<file path="src/rtl/serial_read_if.sv">
// serial_read_if: bundle for the UART receiver.
//   rx         raw serial line into the receiver (idle high, asynchronous)
//   data       last good word
//   valid      word-held flag, level
//   ack        consumer strobe, only meaningful while valid=1
//   frame_err  one-cycle pulse on a low stop bit
//   overrun    sticky, an un-acked word was overwritten
//   RiP        reception in progress
// Handshake: a word is offered while valid=1 and stays stable until the
// consumer raises ack for at least one cycle; valid drops on the next edge.
// ack while valid=0 has no effect.
// modport master: the receiver.  modport slave: line driver / consumer.
interface serial_read_if #(
   parameter int DATA_BITS = 8
);
   logic                 rx;
   logic [DATA_BITS-1:0] data;
   logic                 valid;
   logic                 ack;
   logic                 frame_err;
   logic                 overrun;
   logic                 RiP;

   modport master (
      input  rx,
      input  ack,
      output data,
      output valid,
      output frame_err,
      output overrun,
      output RiP
   );

   modport slave (
      output rx,
      output ack,
      input  data,
      input  valid,
      input  frame_err,
      input  overrun,
      input  RiP
   );
endinterface

</file>
<file path="src/rtl/serial_read.sv">
// serial_read: UART receiver for 1 start bit, DATA_BITS data bits (LSB
// first) and 1 stop bit, with a bit period of BAUD_DIVIDER clk cycles.
// Ports:
//   clk          system clock, rising edge
//   rst          asynchronous active-high reset
//   bus          serial_read_if.master (rx, ack in; data, valid,
//                frame_err, overrun, RiP out)
//   state_dbg_o  current receive state, for observation only
module serial_read #(
   parameter int BAUD_DIVIDER = 234,
   parameter int DATA_BITS    = 8
) (
   input  logic               clk,
   input  logic               rst,
   serial_read_if.master      bus,
   output logic [2:0]         state_dbg_o
);

   localparam int CNT_W = (BAUD_DIVIDER > 1) ? $clog2(BAUD_DIVIDER) : 1;
   localparam int IDX_W = $clog2(DATA_BITS + 1);
   localparam int HALF  = BAUD_DIVIDER / 2;

   localparam logic [CNT_W-1:0] CNT_HALF = CNT_W'(HALF - 1);
   localparam logic [CNT_W-1:0] CNT_LAST = CNT_W'(BAUD_DIVIDER - 1);
   localparam logic [CNT_W-1:0] CNT_ONE  = CNT_W'(1);
   localparam logic [IDX_W-1:0] IDX_LAST = IDX_W'(DATA_BITS - 1);
   localparam logic [IDX_W-1:0] IDX_ONE  = IDX_W'(1);

   localparam logic [2:0] ST_IDLE  = 3'd0;
   localparam logic [2:0] ST_START = 3'd1;
   localparam logic [2:0] ST_DATA  = 3'd2;
   localparam logic [2:0] ST_STOP  = 3'd3;
   localparam logic [2:0] ST_BREAK = 3'd4;

   logic                 sync1_q, rx_s_q;
   logic [2:0]           state_q, state_d;
   logic [CNT_W-1:0]     cnt_q, cnt_d;
   logic [IDX_W-1:0]     idx_q, idx_d;
   logic [DATA_BITS-1:0] sh_q, sh_d;
   logic [DATA_BITS-1:0] data_q, data_d;
   logic                 valid_q, valid_d;
   logic                 ovr_q, ovr_d;
   logic                 fe_q, fe_d;
   logic                 load;
   logic                 ack_ok;

   // Two-flop synchroniser; reset to the idle level so reset never looks
   // like a start bit.
   always_ff @(posedge clk or posedge rst) begin
      if (rst) begin
         sync1_q <= 1'b1;
         rx_s_q  <= 1'b1;
      end else begin
         sync1_q <= bus.rx;
         rx_s_q  <= sync1_q;
      end
   end

   // Receive state machine.
   always_comb begin
      state_d = state_q;
      cnt_d   = cnt_q;
      idx_d   = idx_q;
      sh_d    = sh_q;
      load    = 1'b0;
      fe_d    = 1'b0;
      case (state_q)
         ST_IDLE: begin
            if (!rx_s_q) begin
               state_d = ST_START;
               cnt_d   = '0;
            end
         end
         ST_START: begin
            // Mid-start check: a low line is a real start, high is a glitch.
            if (cnt_q == CNT_HALF) begin
               cnt_d = '0;
               if (!rx_s_q) begin
                  state_d = ST_DATA;
                  idx_d   = '0;
               end else begin
                  state_d = ST_IDLE;
               end
            end else begin
               cnt_d = cnt_q + CNT_ONE;
            end
         end
         ST_DATA: begin
            if (cnt_q == CNT_LAST) begin
               cnt_d = '0;
               // Shift right with the new bit entering at the MSB so the
               // first (LSB) bit ends up at bit 0 after DATA_BITS samples.
               sh_d = sh_q >> 1;
               sh_d[DATA_BITS-1] = rx_s_q;
               idx_d = idx_q + IDX_ONE;
               if (idx_q == IDX_LAST) begin
                  state_d = ST_STOP;
               end
            end else begin
               cnt_d = cnt_q + CNT_ONE;
            end
         end
         ST_STOP: begin
            if (cnt_q == CNT_LAST) begin
               cnt_d = '0;
               if (rx_s_q) begin
                  load    = 1'b1;
                  state_d = ST_IDLE;
               end else begin
                  fe_d    = 1'b1;
                  state_d = ST_BREAK;
               end
            end else begin
               cnt_d = cnt_q + CNT_ONE;
            end
         end
         ST_BREAK: begin
            // A held-low line must return high before a new start is seen.
            if (rx_s_q) begin
               state_d = ST_IDLE;
            end
         end
         default: begin
            state_d = ST_IDLE;
            cnt_d   = '0;
         end
      endcase
   end

   // Output word and handshake.
   assign ack_ok = bus.ack & valid_q;

   always_comb begin
      data_d  = data_q;
      valid_d = valid_q;
      ovr_d   = ovr_q;
      if (load) begin
         data_d  = sh_q;
         valid_d = 1'b1;
         // An ack in the load cycle consumes the old word, so no overrun.
         if (valid_q && !bus.ack) begin
            ovr_d = 1'b1;
         end else if (ack_ok) begin
            ovr_d = 1'b0;
         end
      end else if (ack_ok) begin
         valid_d = 1'b0;
         ovr_d   = 1'b0;
      end
   end

   always_ff @(posedge clk or posedge rst) begin
      if (rst) begin
         state_q <= ST_IDLE;
         cnt_q   <= '0;
         idx_q   <= '0;
         sh_q    <= '0;
         data_q  <= '0;
         valid_q <= 1'b0;
         ovr_q   <= 1'b0;
         fe_q    <= 1'b0;
      end else begin
         state_q <= state_d;
         cnt_q   <= cnt_d;
         idx_q   <= idx_d;
         sh_q    <= sh_d;
         data_q  <= data_d;
         valid_q <= valid_d;
         ovr_q   <= ovr_d;
         fe_q    <= fe_d;
      end
   end

   assign bus.data      = data_q;
   assign bus.valid     = valid_q;
   assign bus.overrun   = ovr_q;
   assign bus.frame_err = fe_q;
   assign bus.RiP       = (state_q != ST_IDLE);
   assign state_dbg_o   = state_q;

endmodule
</file>
<file path="src/flat_wrapper.sv">
// flat-port wrapper written by rule: the top's interface ports become plain ports
module serial_read_flat 
#(
   parameter int BAUD_DIVIDER = 234,
   parameter int DATA_BITS    = 8
)
  (clk, rst, state_dbg_o, bus_rx, bus_ack, bus_data, bus_valid, bus_frame_err, bus_overrun, bus_RiP);
  serial_read_if #(.DATA_BITS(DATA_BITS)) bus_i ();
  input  logic clk;
  input  logic rst;
  output logic [2:0] state_dbg_o;
  input wire logic [$bits(bus_i.rx)-1:0] bus_rx;
  input wire logic [$bits(bus_i.ack)-1:0] bus_ack;
  output wire logic [$bits(bus_i.data)-1:0] bus_data;
  output wire logic [$bits(bus_i.valid)-1:0] bus_valid;
  output wire logic [$bits(bus_i.frame_err)-1:0] bus_frame_err;
  output wire logic [$bits(bus_i.overrun)-1:0] bus_overrun;
  output wire logic [$bits(bus_i.RiP)-1:0] bus_RiP;
  assign bus_i.rx = bus_rx;
  assign bus_i.ack = bus_ack;
  assign bus_data = bus_i.data;
  assign bus_valid = bus_i.valid;
  assign bus_frame_err = bus_i.frame_err;
  assign bus_overrun = bus_i.overrun;
  assign bus_RiP = bus_i.RiP;
  serial_read #(.BAUD_DIVIDER(BAUD_DIVIDER), .DATA_BITS(DATA_BITS)) u_core (.clk(clk), .rst(rst), .bus(bus_i), .state_dbg_o(state_dbg_o));
endmodule
</file>
<file path="config.mk">
export PLATFORM = sky130hd
export DESIGN_NAME = serial_read_flat
export DESIGN_NICKNAME = d
export VERILOG_FILES = /design/src/rtl/serial_read_if.sv /design/src/rtl/serial_read.sv /design/src/flat_wrapper.sv
export SDC_FILE = /design/constraint.sdc
export NUM_CORES = 1
export LEC_CHECK = 0
export ABC_CLOCK_PERIOD_IN_PS = 5700
export BUFFER_PORTS_ARGS = -buffer_cell sky130_fd_sc_hd__buf_2
export CORE_MARGIN = 2
export CORE_UTILIZATION = 43
export CTS_BUF_LIST = sky130_fd_sc_hd__clkbuf_4 sky130_fd_sc_hd__clkbuf_8
export CTS_CLUSTER_DIAMETER = 150
export DETAILED_ROUTE_END_ITERATION = 10
export GPL_TIMING_DRIVEN = 0
export PLACE_DENSITY = 0.67
export SLEW_MARGIN = 20
export SYNTH_ARGS = -nofsm -noshare
export SYNTH_HDL_FRONTEND = slang
export SYNTH_SLANG_ARGS = --single-unit
</file>
<file path="constraint.sdc">
create_clock -name clk -period 5.7 [get_ports clk]
set_clock_uncertainty 0.05 [all_clocks]
set_input_delay 0.57 -clock clk [delete_from_list [all_inputs] [get_ports clk]]
set_output_delay 0.57 -clock clk [all_outputs]
set_load 0.02 [all_outputs]
</file>
==> impl_metrics.toml, run 1 <==
[outcome]
status = "finished clean"

[setup_path]
critical_path_class = "reg2reg"
startpoint = "u_core.cnt_q[1]"
critPathRequiredTime_ps = 5830
cp.arrival_ps = 2250
startpoint_type = "flip-flop"
rrSetupSlack_ps = 3580
end_kind = "flip-flop"
r2r_start = "u_core.cnt_q[1]"
rr_worst_depth = 6
r2r-end = "u_core.sh_q[0]"
crit_end = "u_core.sh_q[0]"
crit_fanout = 10

[routing]
ant_nets = 0
detail_route.wl_per_cell_um = 13.7
firstDrtPassIters = 5
drt_wl_total_um = 3120
vias = 1213
viasPerCell = 5.34
drc_errors = 0
drt-initial-drc-count = 52

[logic_synthesis]
netlist_instances = 153
synthArstFlopShare_pct = 100
synthFlopType = "dfrtp_1"
ys_types = 42
syn_area_per_cell_um2 = 11.3
yosysSeqAreaShare_pct = 52.5
synth_area_leaders = "dfrtp_1, mux2_2, dfstp_2, ha_1, o21ai_0"
synth_edf_count = 0
synth_top_area_share_pct = 49.4
synth-seq-cells = 36
synth_top_area_cell = "dfrtp_1"
synth_area_mm2 = 0.00172
syn-num-nets = 161
yosys_warnings = 0

[die]
fp-row-count = 22
fp.dieW_um = 67.3
die_area_mm2 = 0.00453
initial_utilization_pct = 46.0
io_pins = 19
die_y_um = 67.3
core-area_mm2 = 0.00374

[finish]
drive_above_1_share_pct = 32.4
mostFrequentLayoutCells = "dfrtp_1, buf_2, mux2_2"
final_cell_area_mm2 = 0.00198
area_growth_pct = 15.2
final_util_pct = 53.0
fin_nets = 186
antenna_cells = 0
layout_commonest_cell = "dfrtp_1"

[place]
dpl_cell_area_mm2 = 0.00187
dp_hpwl_um = 2240
port_buffers = 18
gp_congestion = 0.746

[clock_network]
post_cts_resized = 0
clk-insertion-delay-late_ps = 290
htree_num_levels = 2
holdBufCountCts = 0
clock_sinks = 36
cts_root_buf = "clkbuf_8"
cts_tree = "done"
cts_inserted_buffers = 5
cts_setup_buffers = 0
clkTransAtPathRegs_ps = 80
cts_buffer_depth = 2

[power_and_ir_drop]
irDropWorstVdd_v = 0.000162
power_frac_comb_pct = 1.8
clkPwrFrac_pct = 45.4
p_sw_share_pct = 20.5
power_leakage_nw = 0.970
p_per_area_mw_per_mm2 = 247
power.internal_mw = 0.389
power_frac_seq_pct = 52.8
p_sw_mw = 0.100

[grt]
grt_overflow = 0
grt_max_degree = 37
antenna_found_initial = 0
grt_pass1_vias = 1237
grtUsageTotal_pct = 16.8
grt_pass1_wl_um = 5620

[timing]
hold_viol_final = 0
drv_slew = 0
finalSetupTns_ps = 0
fin_crit_ps = 2120
rsz0062_at_grt = "false"
maxSlewHeadroom_pct = 51.6
tightest_slew_ps = 724
setup_viol = 0
max_freq_mhz = 472
finalCritPeriodShare_pct = 37.2

[hold_path]
min_from = "u_core.sync1_q"
worst_hold_path_type = "reg2reg"

[job]
maxCapViolations = 0
power groups by stage:
| stage | clock, mW | sequential, mW | combinational (mW) |
|---|---|---|---|
| after floorplan | 0 | 0.264 | 0.00517 |
| after global placement | 0 | 0.263 | 0.00905 |
| after detailed placement | 0 | 0.263 | 0.00932 |
| after CTS | 0.229 | 0.258 | 0.00935 |
| after global routing | 0.239 | 0.258 | 0.0104 |
| final | 0.222 | 0.258 | 0.00876 |
worst max-delay path, stage by stage, from the launching register on:
cell and delay, ps:
dfrtp_1 430, inv_1 100, ha_1 150, nand3b_1 230, nor4_4 440, buf_4 260, mux2_2 350
cell families after synthesis:
logic type                 after synthesis  share of synthesized area (%)
AOI/OAI and AO/OA                       31                           12.9
adders and majority gates                4                           2.91
buffers and inverters                   16                           4.00
DFF                                     36                           52.5
muxes                                   18                           11.7
and+or+nand+nor                         48                           16.0
metrics by stage:
stage	std cells	setup WS (ps)	hold slack, ps	power (mW)
after floorplan	153	3780	295	0.269
after global routing	227	3420	304	0.508
after detailed placement	219	3590	297	0.272
final	227	3580	302	0.489
after global placement	219	3640	297	0.272
after CTS	227	3550	307	0.496
how the worst min path moves through the flow:
stage	endpoint	cells after the start
after global placement	u_core.rx_s_q	0
after CTS	u_core.rx_s_q	0
final	u_core.rx_s_q	0
after floorplan	u_core.rx_s_q	0
after global routing	u_core.sync1_q	1
after detailed placement	u_core.rx_s_q	0
area by class of cell:
type	count	area (um2)
repair buffers	18	90.1
flip-flops and latches	36	903
multi-input cells	101	749
fillers	359	1760
clock inverters	3	42.5
plain buffers	6	31.3
inverters	10	37.5
well taps	48	60.1
clock buffers	5	68.8
synth_stat cells, types with 3 or more instances:
cell / number
nand2_1: 12
inv_1: 10
mux2_2: 17
nand3_1: 4
buf_2: 3
o21ai_0: 10
o211ai_1: 3
dfrtp_1: 34
ha_1: 4
and3_1: 3
nor2_1: 9
a21oi_1: 6
registers in the layout (all words and copies together), names as in the netlist, named ones only:
| register | cells |
|---|---|
| u_core.bus.data | 8 |
| u_core.cnt_q | 8 |
| u_core.sh_q | 8 |
| u_core.idx_q | 4 |
| u_core.state_dbg_o | 3 |
| u_core.bus.frame_err | 1 |
| u_core.bus.valid | 1 |
| u_core.rx_s_q | 1 |
| u_core.sync1_q | 1 |
per-layer routing:
layer / track usage [%] / share of wire, % / vias up
met5: 0 / 0 / -
met4: 6.89 / 1.4 / 0
met3: 4.50 / 3.4 / 4
met2: 27.1 / 51 / 24
met1: 21.3 / 45 / 594
li1: - / - / 591
No activity file was read; power rests on OpenSTA's default activity.
==> inputs of run 2 (changes only) <==
- ABC_CLOCK_PERIOD_IN_PS: 5700 -> 1700
- PLACE_DENSITY: 0.67 -> 0.69
- clock period: 5.7 -> 1.7 ns (I/O delays scaled with it)
==> impl_metrics.toml, run 2 (synthesis gave the netlist of run 1 again) <==
[power_and_ir_drop]
power.internal_mw = 1.31
p_per_area_mw_per_mm2 = 699
irDropWorstVdd_v = 0.000447
p_sw_share_pct = 20.7
p_sw_mw = 0.342
clkPwrFrac_pct = 45.4
power_leakage_nw = 1.14
power_frac_seq_pct = 52.6
power_frac_comb_pct = 2.1
power_mw = 1.65

[timing]
tightest_slew_ps = 746
setup_viol = 25
finalCritPeriodShare_pct = 108
rsz0062_at_grt = "true"
max_freq_mhz = 547
maxSlewHeadroom_pct = 50.2
hold_viol_final = 0
fin_crit_ps = 1830
setup_ws_ps = -129
drv_slew = 0
hold_ws_ps = 7.66

[grt]
grt_overflow = 0
grt_max_degree = 37
antenna_found_initial = 0
grt_pass1_vias = 1254
grtUsageTotal_pct = 17.5
grt_pass1_wl_um = 5820

[routing]
drt-initial-drc-count = 73
firstDrtPassIters = 4
drt_wl_total_um = 3720
ant_nets = 0
detail_route.wl_per_cell_um = 14.8
viasPerCell = 5.28
drc_errors = 0
vias = 1331

[finish]
mostFrequentLayoutCells = "dfrtp_1, buf_4, buf_2"
finalNonFillerCells = 252
area_growth_pct = 36.9
final_util_pct = 63.0
num-fill-cells = 304
drive_above_1_share_pct = 48.5
layout_commonest_cell = "dfrtp_1"
fin_nets = 211
antenna_cells = 0
final_cell_area_mm2 = 0.00236

[setup_path]
critPathRequiredTime_ps = 1810
end_kind = "flip-flop"
crit_fanout = 8
slowest_delay_ps = 450
path_delay_family = "simple AND/OR/NAND/NOR gates"
startpoint_type = "flip-flop"
cp.arrival_ps = 1940
slowest_stage = "dfrtp_2"
path_buf_inv = 2
critical_path_class = "reg2reg"
cp_cell_sequence = "nand4b_1 > buf_6 > buf_4 > or3_4 > mux2_4"

[hold_path]
worst_hold_path_type = "in2reg"

[job]
maxCapViolations = 0

[place]
place_inst = 219
gp_congestion = 0.755
dpl_cell_area_mm2 = 0.00190
port_buffers = 18
dp_hpwl_um = 2270

[die]
core-area_mm2 = 0.00374
die_area_mm2 = 0.00453
fp-row-count = 22
initial_utilization_pct = 46.0
fp.dieW_um = 67.3
die_y_um = 67.3
io_pins = 19

[clock_network]
clkTransAtPathRegs_ps = 80
cts_buffer_depth = 2
clk-insertion-delay-late_ps = 290
htree_num_levels = 2
cts_inserted_buffers = 5
clock_sinks = 36
cts_tree = "done"
cts_root_buf = "clkbuf_8"

[outcome]
status = "finished, violations left"
violations = "setup timing"
## run 2: changes by cell type in the layout (fill, tap and decap cells not counted), sizes merged
cell / before / now
buf: 23 / 46
dlygate4sd3: 0 / 2
## run 2: layer usage
metal / part of all wire (%) / wire length (um) / global-route usage [%] / vias to the layer above
met4: 1.2 / 46 / 5.36 / 0
met2: 51 / 1880 / 29.5 / 25
met1: 45 / 1660 / 21.5 / 659
li1: - / - / - / 643
met5: 0 / 0 / 0 / -
met3: 3.4 / 128 / 5.50 / 4
## run 2: path summary, 6_finish.rpt
kind	endpoint	cells past startpoint	from	slack (ps)
setup / recovery	u_core.bus.data[7]	5	u_core.cnt_q[2]	-130
hold / removal	flip-flop	2	bus_ack	8
setup reg to reg	u_core.bus.data[7]	5	u_core.cnt_q[2]	-130
hold reg to reg	u_core.rx_s_q	0	u_core.sync1_q	310
max in group asynchronous	u_core.cnt_q[0]	3	rst	570
min in group asynchronous	u_core.sh_q[5]	3	rst	500
## run 2: area by class of cell
cell class / instances / area (um2) / area share, %
clock inverters: 3 / 42.5 / 1.80
clock buffers: 5 / 68.8 / 2.92
flip-flops and latches: 36 / 907 / 38.5
plain buffers: 5 / 35.0 / 1.49
well taps: 48 / 60.1 / 2.55
repair buffers: 44 / 313 / 13.3
inverters: 10 / 37.5 / 1.59
multi-input cells: 101 / 893 / 37.9
## run 2: power groups by stage
stage,clock network [mW],registers [mW],logic [mW]
3_5_place_dp,0,0.882,0.0311
3_3_place_gp,0,0.882,0.0302
6_report,0.748,0.866,0.0341
4_1_cts,0.760,0.865,0.0346
2_1_floorplan,0,0.883,0.0173
5_1_grt,0.809,0.866,0.0395
## run 2: repair_timing
action / in CTS / in global routing
endpoints found under the setup margin: 30 / 32
hold endpoints to repair: 35 / 0
resized for setup: 27 / 19
setup buffers: 17 / 7
pin swaps: 10 / 13
hold buffers: 2 / 0
## run 2: metrics by stage
step                setup TNS (ps)  setup WS (ps)
finish                       -2320           -129
global route                 -5160           -254
CTS                          -3700           -176
detailed placement           -7560           -410
global placement             -5550           -343
floorplan                    -1000           -150
